**config.mk**
```make
export PLATFORM = sky130hd
export DESIGN_NAME = uart_rx_controller
export DESIGN_NICKNAME = d
export VERILOG_FILES = /design/src/rtl/uart_rx_controller.sv
export SDC_FILE = /design/constraint.sdc
export NUM_CORES = 1
export LEC_CHECK = 0
export CAP_MARGIN = 30
export CORE_ASPECT_RATIO = 1.2
export CORE_MARGIN = 5
export CORE_UTILIZATION = 48
export DETAILED_ROUTE_END_ITERATION = 8
export GPL_TIMING_DRIVEN = 0
export PLACE_DENSITY = 0.71
export REMOVE_ABC_BUFFERS = 1
export SLEW_MARGIN = 25
export SYNTH_ARGS = -nofsm -noshare
export SYNTH_HDL_FRONTEND = slang
export SYNTH_SLANG_ARGS = --single-unit
export TNS_END_PERCENT = 1
```
**constraint.sdc**
```tcl
create_clock -name UCLK -period 2.4 [get_ports UCLK]
set_input_delay 0.36 -clock UCLK [delete_from_list [all_inputs] [get_ports UCLK]]
set_output_delay 0.36 -clock UCLK [all_outputs]
set_load 0.02 [all_outputs]
```
**src/rtl/uart_rx_controller.sv**
```systemverilog
// UART receive sequencer: frames start/data/parity/stop bits using an external
// oversampling edge counter, majority-votes each bit and deserializes LSB-first.
module uart_rx_controller #(
  parameter int DATA_WIDTH = 8
) (
  input  logic                  UCLK,
  input  logic                  reset,
  input  logic                  rx_in,
  input  logic [5:0]            prescale,
  input  logic                  parity_enable,
  input  logic                  parity_type,
  input  logic [4:0]            edge_count,
  input  logic                  edge_count_done,
  output logic                  edge_cnt_en,
  output logic [DATA_WIDTH-1:0] p_data,
  output logic                  data_valid,
  output logic                  parity_error,
  output logic                  framing_error,
  output logic                  busy
);

  localparam int CNT_W = (DATA_WIDTH > 1) ? $clog2(DATA_WIDTH) : 1;

  typedef enum logic [2:0] {IDLE, START, DATA, PARITY, STOP, BREAK} state_t;

  state_t                state, next_state;
  logic [5:0]            p_lat;
  logic                  par_en_lat;
  logic                  par_type_lat;
  logic [2:0]            samples;
  logic [DATA_WIDTH-1:0] shift_reg;
  logic [CNT_W-1:0]      bit_cnt;
  logic                  par_err;

  logic       prescale_ok;
  logic       majority;
  logic [5:0] half;
  logic [5:0] edge6;
  logic       at_s0, at_s1, at_s2, at_dec;
  logic       framing;
  logic       start_frame, shift_en, bit_inc, bit_clr, par_chk, stop_dec;

  assign prescale_ok = (prescale == 6'd8) || (prescale == 6'd16) || (prescale == 6'd32);
  assign half        = p_lat >> 1;
  assign edge6       = {1'b0, edge_count};
  assign at_s0       = (edge6 == half - 6'd1);
  assign at_s1       = (edge6 == half);
  assign at_s2       = (edge6 == half + 6'd1);
  assign at_dec      = (edge6 == half + 6'd2);
  assign majority    = (samples[0] & samples[1]) | (samples[0] & samples[2]) |
                       (samples[1] & samples[2]);
  assign framing     = (state != IDLE) && (state != BREAK);
  assign busy        = framing;
  assign edge_cnt_en = framing;

  always_ff @(posedge UCLK) begin
    if (reset) state <= IDLE;
    else       state <= next_state;
  end

  always_comb begin
    next_state  = state;
    start_frame = 1'b0;
    shift_en    = 1'b0;
    bit_inc     = 1'b0;
    bit_clr     = 1'b0;
    par_chk     = 1'b0;
    stop_dec    = 1'b0;
    case (state)
      IDLE: begin
        if (!rx_in && prescale_ok) begin
          next_state  = START;
          start_frame = 1'b1;
        end
      end
      START: begin
        if (at_dec && majority) begin
          next_state = IDLE;
        end else if (edge_count_done) begin
          next_state = DATA;
          bit_clr    = 1'b1;
        end
      end
      DATA: begin
        shift_en = at_dec;
        if (edge_count_done) begin
          if (bit_cnt == CNT_W'(DATA_WIDTH - 1)) next_state = par_en_lat ? PARITY : STOP;
          else                                   bit_inc    = 1'b1;
        end
      end
      PARITY: begin
        par_chk = at_dec;
        if (edge_count_done) next_state = STOP;
      end
      // Leave at mid-stop-bit so a following start edge is not missed.
      STOP: begin
        if (at_dec) begin
          stop_dec   = 1'b1;
          next_state = majority ? IDLE : BREAK;
        end
      end
      BREAK: begin
        if (rx_in) next_state = IDLE;
      end
      default: next_state = IDLE;
    endcase
  end

  always_ff @(posedge UCLK) begin
    if (reset) begin
      p_lat         <= '0;
      par_en_lat    <= 1'b0;
      par_type_lat  <= 1'b0;
      samples       <= '0;
      shift_reg     <= '0;
      bit_cnt       <= '0;
      par_err       <= 1'b0;
      p_data        <= '0;
      data_valid    <= 1'b0;
      parity_error  <= 1'b0;
      framing_error <= 1'b0;
    end else begin
      data_valid    <= 1'b0;
      parity_error  <= 1'b0;
      framing_error <= 1'b0;
      if (start_frame) begin
        p_lat        <= prescale;
        par_en_lat   <= parity_enable;
        par_type_lat <= parity_type;
        par_err      <= 1'b0;
      end
      if (framing) begin
        if (at_s0) samples[0] <= rx_in;
        if (at_s1) samples[1] <= rx_in;
        if (at_s2) samples[2] <= rx_in;
      end
      if (shift_en) shift_reg <= {majority, shift_reg[DATA_WIDTH-1:1]};
      if (bit_clr)      bit_cnt <= '0;
      else if (bit_inc) bit_cnt <= bit_cnt + 1'b1;
      if (par_chk) par_err <= majority ^ (^shift_reg) ^ par_type_lat;
      if (stop_dec) begin
        if (majority && !par_err) begin
          p_data     <= shift_reg;
          data_valid <= 1'b1;
        end else if (majority) begin
          parity_error <= 1'b1;
        end else begin
          framing_error <= 1'b1;
          parity_error  <= par_err;
        end
      end
    end
  end

endmodule

```
==> results.md, run 1 <==
* Outcome: complete, no violations
* Area contributors post-synth: dfxtp_1 36%, mux2i_1 14%, nor2_1 6.2%
* Max-slew headroom at 58.4%
* Area grow syn2layout at 25.0%
* Hold Buf Count CTS at 0
* Rows at 25
* Pwr dens at 487 nW/µm²
* Fill count at 367
* Combinational share of power at 7.6%
* RSZ-0062 raised after global routing: yes
* Cts bufs inserted at 5
* LEAKAGE at 1.03 nW
* Switching pwr at 266 µW
* N_diodes at 0
* Setup WS pre-CTS at -0.567 ns
* Sw Ratio at 21.8%
* Initial antenna violation count at 0
* DR DRC count at 0
* Via density at 5.30
* Min Tclk post-route at 2.38 ns
* Yosys Warn Count at 0
* CP Max Fanout at 5
* Ports at 30
* Nets@finish at 273
* CTS tree: built
* Async SR Flop Fraction at 0%
* Worst-skew pair later-pin latency at 0.29 ns
* Placer congestion estimate at 0.826
* Slew @ Worst Pin at 0.624 ns
* Clock sink total at 36
* Mux contribution to synthesized area at 14.6%
* Post-Synth Adder-Cell Area at 4.88%
* Drt total wl at 4.05 mm
* Die Ht at 80.7 µm
* CP Launch Type: flip-flop
* Slowest library cell on the worst path: or3_4
* Mean Syn Cell Area at 9.17 µm²
* Pins Over Slew Limit at 0
* Period utilisation layout at 99.3%
* Die area at 5560 µm²
* Cell Count Post-Placement at 289
* Crit path arrival time at 2.56 ns
* Endpoints failing hold at 0
* Grt total ovfl at 0
* Synthesized area at 2000 µm²
* Cells along the critical path: inv_2 -> ha_1 -> xnor2_1 -> nand4b_1 -> or3_4 -> o311ai_4 -> and3_4 -> mux2_1
* Global-route wire length before repair at 6.73 mm
* First DRT Iteration DRCs at 58
* EDFF count, synth at 0
* Crit. End Element: flip-flop
* Share of power burned in registers at 49.3%
* Routed wire length per instance at 13.3 µm
* Synth cell count leaders: 36 x dfxtp_1, 33 x nor2_1, 28 x mux2i_1
* Largest net degree at the start of global routing at 37
* Compound-Gate Fraction of Synth Area at 8.89%
* Starting density of the core at 50.3%
* DR vias at 1,610
* Internal power at 951 µW
* Critical path required time at 2.58 ns
* Post-synthesis sequential area ratio at 36.1%
* Clock Tree Buf Depth at 2
* Critical Path Max Stage Delay at 0.47 ns
* Yosys reg bits at 36
* Die width at 68.9 µm
* Most frequent cell after synthesis: dfxtp_1
* Peak VDD IR at 0.446 mV
* Detail Route Antenna Nets at 0
* Post-Synth XOR/XNOR Area at 10.1%
* Vias in the first global route at 1,481
* Cells after synthesis at 218
* Library cells used by synthesis at 46
* Hpwl dp at 2.82 mm
* Multi-input logic area at 1220 µm²
* Max-Cap Viols at 0
* Simple-gate share of the synthesized area at 21.1%
* Synth area leader: dfxtp_1
* Top FF cell, synth: dfxtp_1
* Port buffer count at 29
* Pre-antenna DRT Iters at 4
* Setup-failing EPs final at 0
* Final std cells w/o fill at 304
* Main combinational cell family by area after synthesis: simple AND/OR/NAND/NOR gates
* Hold/Removal Path Class: reg2reg
* Fraction of layout cells with a size suffix above 1 at 11.2%
* Worst Setup Path Type: reg2reg
* PnR worst setup slack at 0.0170 ns
* Max Freq at 0.420 GHz
* Clock share of power at 43.0%
* Root Driver: clkbuf_8
* GRT Total Usage at 16.2%
* Total number of H-tree levels at 2
* Final Skew at 0.00131 ns
* Post-synth top area share at 36.1%
* Total core area at 3970 µm²
* Worst-path clk slew at 0.07 ns
* Sequential cell area at 728 µm²
-- critical path: cells and delay by family, from the launching register on --
family	cells	cell delay, ns
AND/OR/NAND/NOR	3	0.87
flip-flops	1	0.38
multiplexers	1	0.31
adder cells (fa/ha/maj)	1	0.29
AO/OA/AOI/OAI	1	0.23
XOR/XNOR	1	0.14
buffers and inverters	1	0.05
-- metrics by stage --
stage | power [mW] | setup TNS [ns] | util (%) | instance area [µm²] | hold WS [ns]
after floorplan | 0.653 | -0.616 | - | 1940 | 0.429
after global placement | 0.704 | -7.87 | 57.8 | 2300 | 0.475
after detailed placement | 0.704 | -6.95 | 57.7 | 2290 | 0.484
after CTS | 1.23 | -0.00748 | 61.3 | 2440 | 0.503
after global routing | 1.28 | -0.175 | 62.9 | 2500 | 0.531
final | 1.22 | 0 | 62.9 | 2500 | 0.495
-- cell families (layout without fill, tap and decap cells) --
group                    after synthesis  after routing
buffers and inverters                 19             51
flip-flops                            36             36
multiplexers                          29             29
AO/OA/AOI/OAI                         25             25
XOR/XNOR                              21             21
AND/OR/NAND/NOR                       80             80
adder cells (fa/ha/maj)                8              8
-- power groups by stage --
stage / Clock (mW) / Sequential (mW) / Combinational, mW
after floorplan: 0 / 0.615 / 0.0382
after global placement: 0 / 0.616 / 0.0881
after detailed placement: 0 / 0.616 / 0.0884
after CTS: 0.537 / 0.600 / 0.0898
after global routing: 0.574 / 0.600 / 0.101
final: 0.524 / 0.600 / 0.0931
-- path summary, 6_finish.rpt --
path	startpoint	endpoint	slack, ns	cells after the start
max	p_lat[2]	state[1]	0.02	8
min	p_data[1]	p_data[1]	0.50	2
max reg2reg	p_lat[2]	state[1]	0.02	8
min reg2reg	p_data[1]	p_data[1]	0.50	2
-- layout by cell type (no fill, tap or decap), types with 2 or more instances in the layout --
master,n
a211oi_1,2
nor3_1,3
nor2b_1,4
nand4b_1,2
nor4_1,2
xnor2_1,12
and2_1,4
nand2_1,7
o21ai_0,4
nor2_1,33
dfxtp_1,34
nand3b_1,2
clkbuf_8,5
ha_1,7
nand2b_1,5
o211ai_1,2
a21oi_1,4
dfxtp_4,2
inv_2,2
clkdlybuf4s50_1,26
inv_1,5
xor2_1,7
mux2i_1,28
buf_4,6
nand3_1,9
-- area by class of cell --
type | count | share of cell area [%]
clock buffers | 6 | 2.90
clock inverters | 2 | 1.40
inverters | 7 | 1.05
multi-input cells | 163 | 48.7
flip-flops and latches | 36 | 29.1
well taps | 54 | 2.70
repair buffers | 36 | 14.1
-- routing by layer --
metal	vias up	part of all wire, %	GRT usage [%]
li1	815	-	-
met1	746	46	20.7
met2	39	46	24.6
met3	10	4.5	4.34
met4	0	2.8	7.99
met5	-	0	0
-- what timing repair did --
action / CTS / global route
gates resized for setup: 8 / 7
pin swaps: 1 / 4
buffers inserted: 1 / 6
endpoints found under the setup margin: 21 / 12
Power figures use the tool's default switching activity.
==> run 2: changes to the inputs <==
--- a/config.mk
+++ b/config.mk
@@ -13,6 +13,7 @@
 export GPL_TIMING_DRIVEN = 0
 export PLACE_DENSITY = 0.71
 export REMOVE_ABC_BUFFERS = 1
+export SETUP_SLACK_MARGIN = 0.4
 export SLEW_MARGIN = 25
 export SYNTH_ARGS = -nofsm -noshare
 export SYNTH_HDL_FRONTEND = slang
==> results.md, run 2 (synthesized netlist as in run 1, its figures left out) <==
* Ports at 30
* Commonest non-fill, non-tap cell in the layout: nor2_1
* Worst Min Path Start: rx_in
* Nets@finish at 278
* Vias in the first global route at 1,587
* Crit path arrival time at 2.45 ns
* Clock sink total at 36
* Placer congestion estimate at 0.826
* Die width at 68.9 µm
* Fill count at 351
* Final Skew at 0.00196 ns
* Crit. End Element: flip-flop
* R2R Setup Slk at 0.11 ns
* Peak VDD IR at 0.446 mV
* Worst-path clk slew at 0.07 ns
* Starting density of the core at 50.3%
* Worst R2R Path Depth at 10
* Worst Setup Path Type: reg2reg
* CP Launch Type: flip-flop
* Hpwl dp at 2.82 mm
* Largest net degree at the start of global routing at 37
* Pins Over Slew Limit at 0
* Share of power burned in registers at 49.2%
* Critical path required time at 2.56 ns
* Total number of H-tree levels at 2
* Period utilisation layout at 95.5%
* GRT Total Usage at 17.4%
* Max-Cap Viols at 0
* DR vias at 1,608
* Clock share of power at 42.9%
* Origin of the critical flop-to-flop path: p_lat[3]
* Sw Ratio at 21.9%
* Routed wire length per instance at 13.7 µm
* Worst-skew pair later-pin latency at 0.29 ns
* Post-route cell area at 2600 µm²
* Combinational share of power at 7.9%
* Cts bufs inserted at 5
* CP Max Fanout at 4
* Hold Buf Count CTS at 0
* Initial antenna violation count at 0
* Die Ht at 80.7 µm
* Pwr dens at 468 nW/µm²
* WHS Endpoint: samples[2]
* Setup-failing EPs final at 0
* Via density at 5.20
* Hold/Removal Path Class: in2reg
* Max Freq at 0.436 GHz
* DR DRC count at 0
* Min Tclk post-route at 2.29 ns
* LEAKAGE at 1.08 nW
* Endpoints failing hold at 0
* Drt total wl at 4.24 mm
* Fraction of layout cells with a size suffix above 1 at 16.5%
* Internal power at 952 µW
* Detail Route Antenna Nets at 0
* Slew @ Worst Pin at 0.627 ns
* Fin Setup TNS at 0 ns
* Clock Tree Buf Depth at 2
* Pre-antenna DRT Iters at 4
* Grt total ovfl at 0
* First DRT Iteration DRCs at 52
* Max-slew headroom at 58.2%
* Dpl cell area at 2290 µm²
* Global-route wire length before repair at 7.23 mm
* Hold path depth at 3
* Area grow syn2layout at 30.2%
* Rows at 25
* Port buffer count at 29
* Die area at 5560 µm²
* Worst hold slack at 0.466 ns
* Root Driver: clkbuf_8
* Switching pwr at 267 µW
* Total core area at 3970 µm²
* Outcome: complete, no violations
* RSZ-0062 raised after global routing: yes
* Critical R2R Capture: p_data[7]
* N_diodes at 0
* PnR worst setup slack at 0.108 ns
* Setup WS pre-CTS at -0.567 ns
* Most frequent cells in the layout: 33 x nor2_1, 31 x dfxtp_1, 28 x mux2i_1
* CTS tree: built
[run 2: changes by cell type in the layout (fill, tap and decap cells not counted), moves of 2 or more]
cell | before | now
dlygate4sd2_1 | 1 | 6
nor4_2 | 0 | 2
dfxtp_1 | 34 | 31
nor4_1 | 2 | 0
dfxtp_2 | 0 | 3
buf_4 | 6 | 9
ha_4 | 0 | 2
ha_1 | 7 | 5
clkdlybuf4s50_1 | 26 | 21
[run 2: layout make-up]
cell class / instances / area, µm² / share of cell area, %
timing repair buffer: 41 / 412 / 15.8
inverter: 7 / 26.3 / 1.01
sequential: 36 / 732 / 28.1
multi-input combinational: 163 / 1260 / 48.3
clock buffer: 6 / 72.6 / 2.79
tap: 54 / 67.6 / 2.60
clock inverter: 2 / 35.0 / 1.35
[run 2: worst max-delay path by stage]
| stage | start | to | slack, ns | cells past startpoint |
|---|---|---|---|---|
| floorplan | state[0] | samples[1] | -0.09 | 5 |
| global route | p_lat[3] | p_data[5] | -0.04 | 10 |
| CTS | p_lat[3] | p_data[7] | 0.13 | 10 |
| global placement | edge_count[3] | p_data[7] | -0.60 | 7 |
| finish | p_lat[3] | p_data[7] | 0.11 | 10 |
| detailed placement | edge_count[4] | p_data[3] | -0.57 | 7 |
[run 2: layer usage]
| metal | up-vias | share of wire (%) | track usage, % |
|---|---|---|---|
| met3 | 8 | 3.6 | 4.34 |
| met4 | 0 | 2.1 | 7.99 |
| met2 | 27 | 49 | 28.0 |
| li1 | 825 | - | - |
| met1 | 748 | 45 | 21.5 |
| met5 | - | 0 | 0 |
[run 2: repair_timing]
item,CTS,global route
buffers inserted,11,0
cloned,1,0
resized for setup,21,8
endpoints found under the setup margin,32,34
pin swaps,8,3
[run 2: critical path: stages, from the launching register on]
cell,delay [ns]
dfxtp_4,0.36
inv_2,0.05
ha_4,0.23
xnor2_1,0.15
nand4b_1,0.14
or3_4,0.43
buf_6,0.13
nor4_4,0.16
bufbuf_16,0.30
mux2i_1,0.17
nor2_1,0.05
[run 2: power groups by stage]
stage                     Sequential (mW)  Clock, mW  Combinational [mW]
after floorplan                     0.615          0              0.0382
after global placement              0.616          0              0.0881
after detailed placement            0.616          0              0.0884
after CTS                           0.600      0.537              0.0942
after global routing                0.600      0.574               0.105
final                               0.600      0.523              0.0959
[run 2: through the flow]
stage               util (%)  total power [mW]  std cells
floorplan                  -             0.653        206
global placement        57.8             0.704        289
detailed placement      57.7             0.704        289
CTS                     64.9              1.23        309
global route            65.5              1.28        309
finish                  65.5              1.22        309
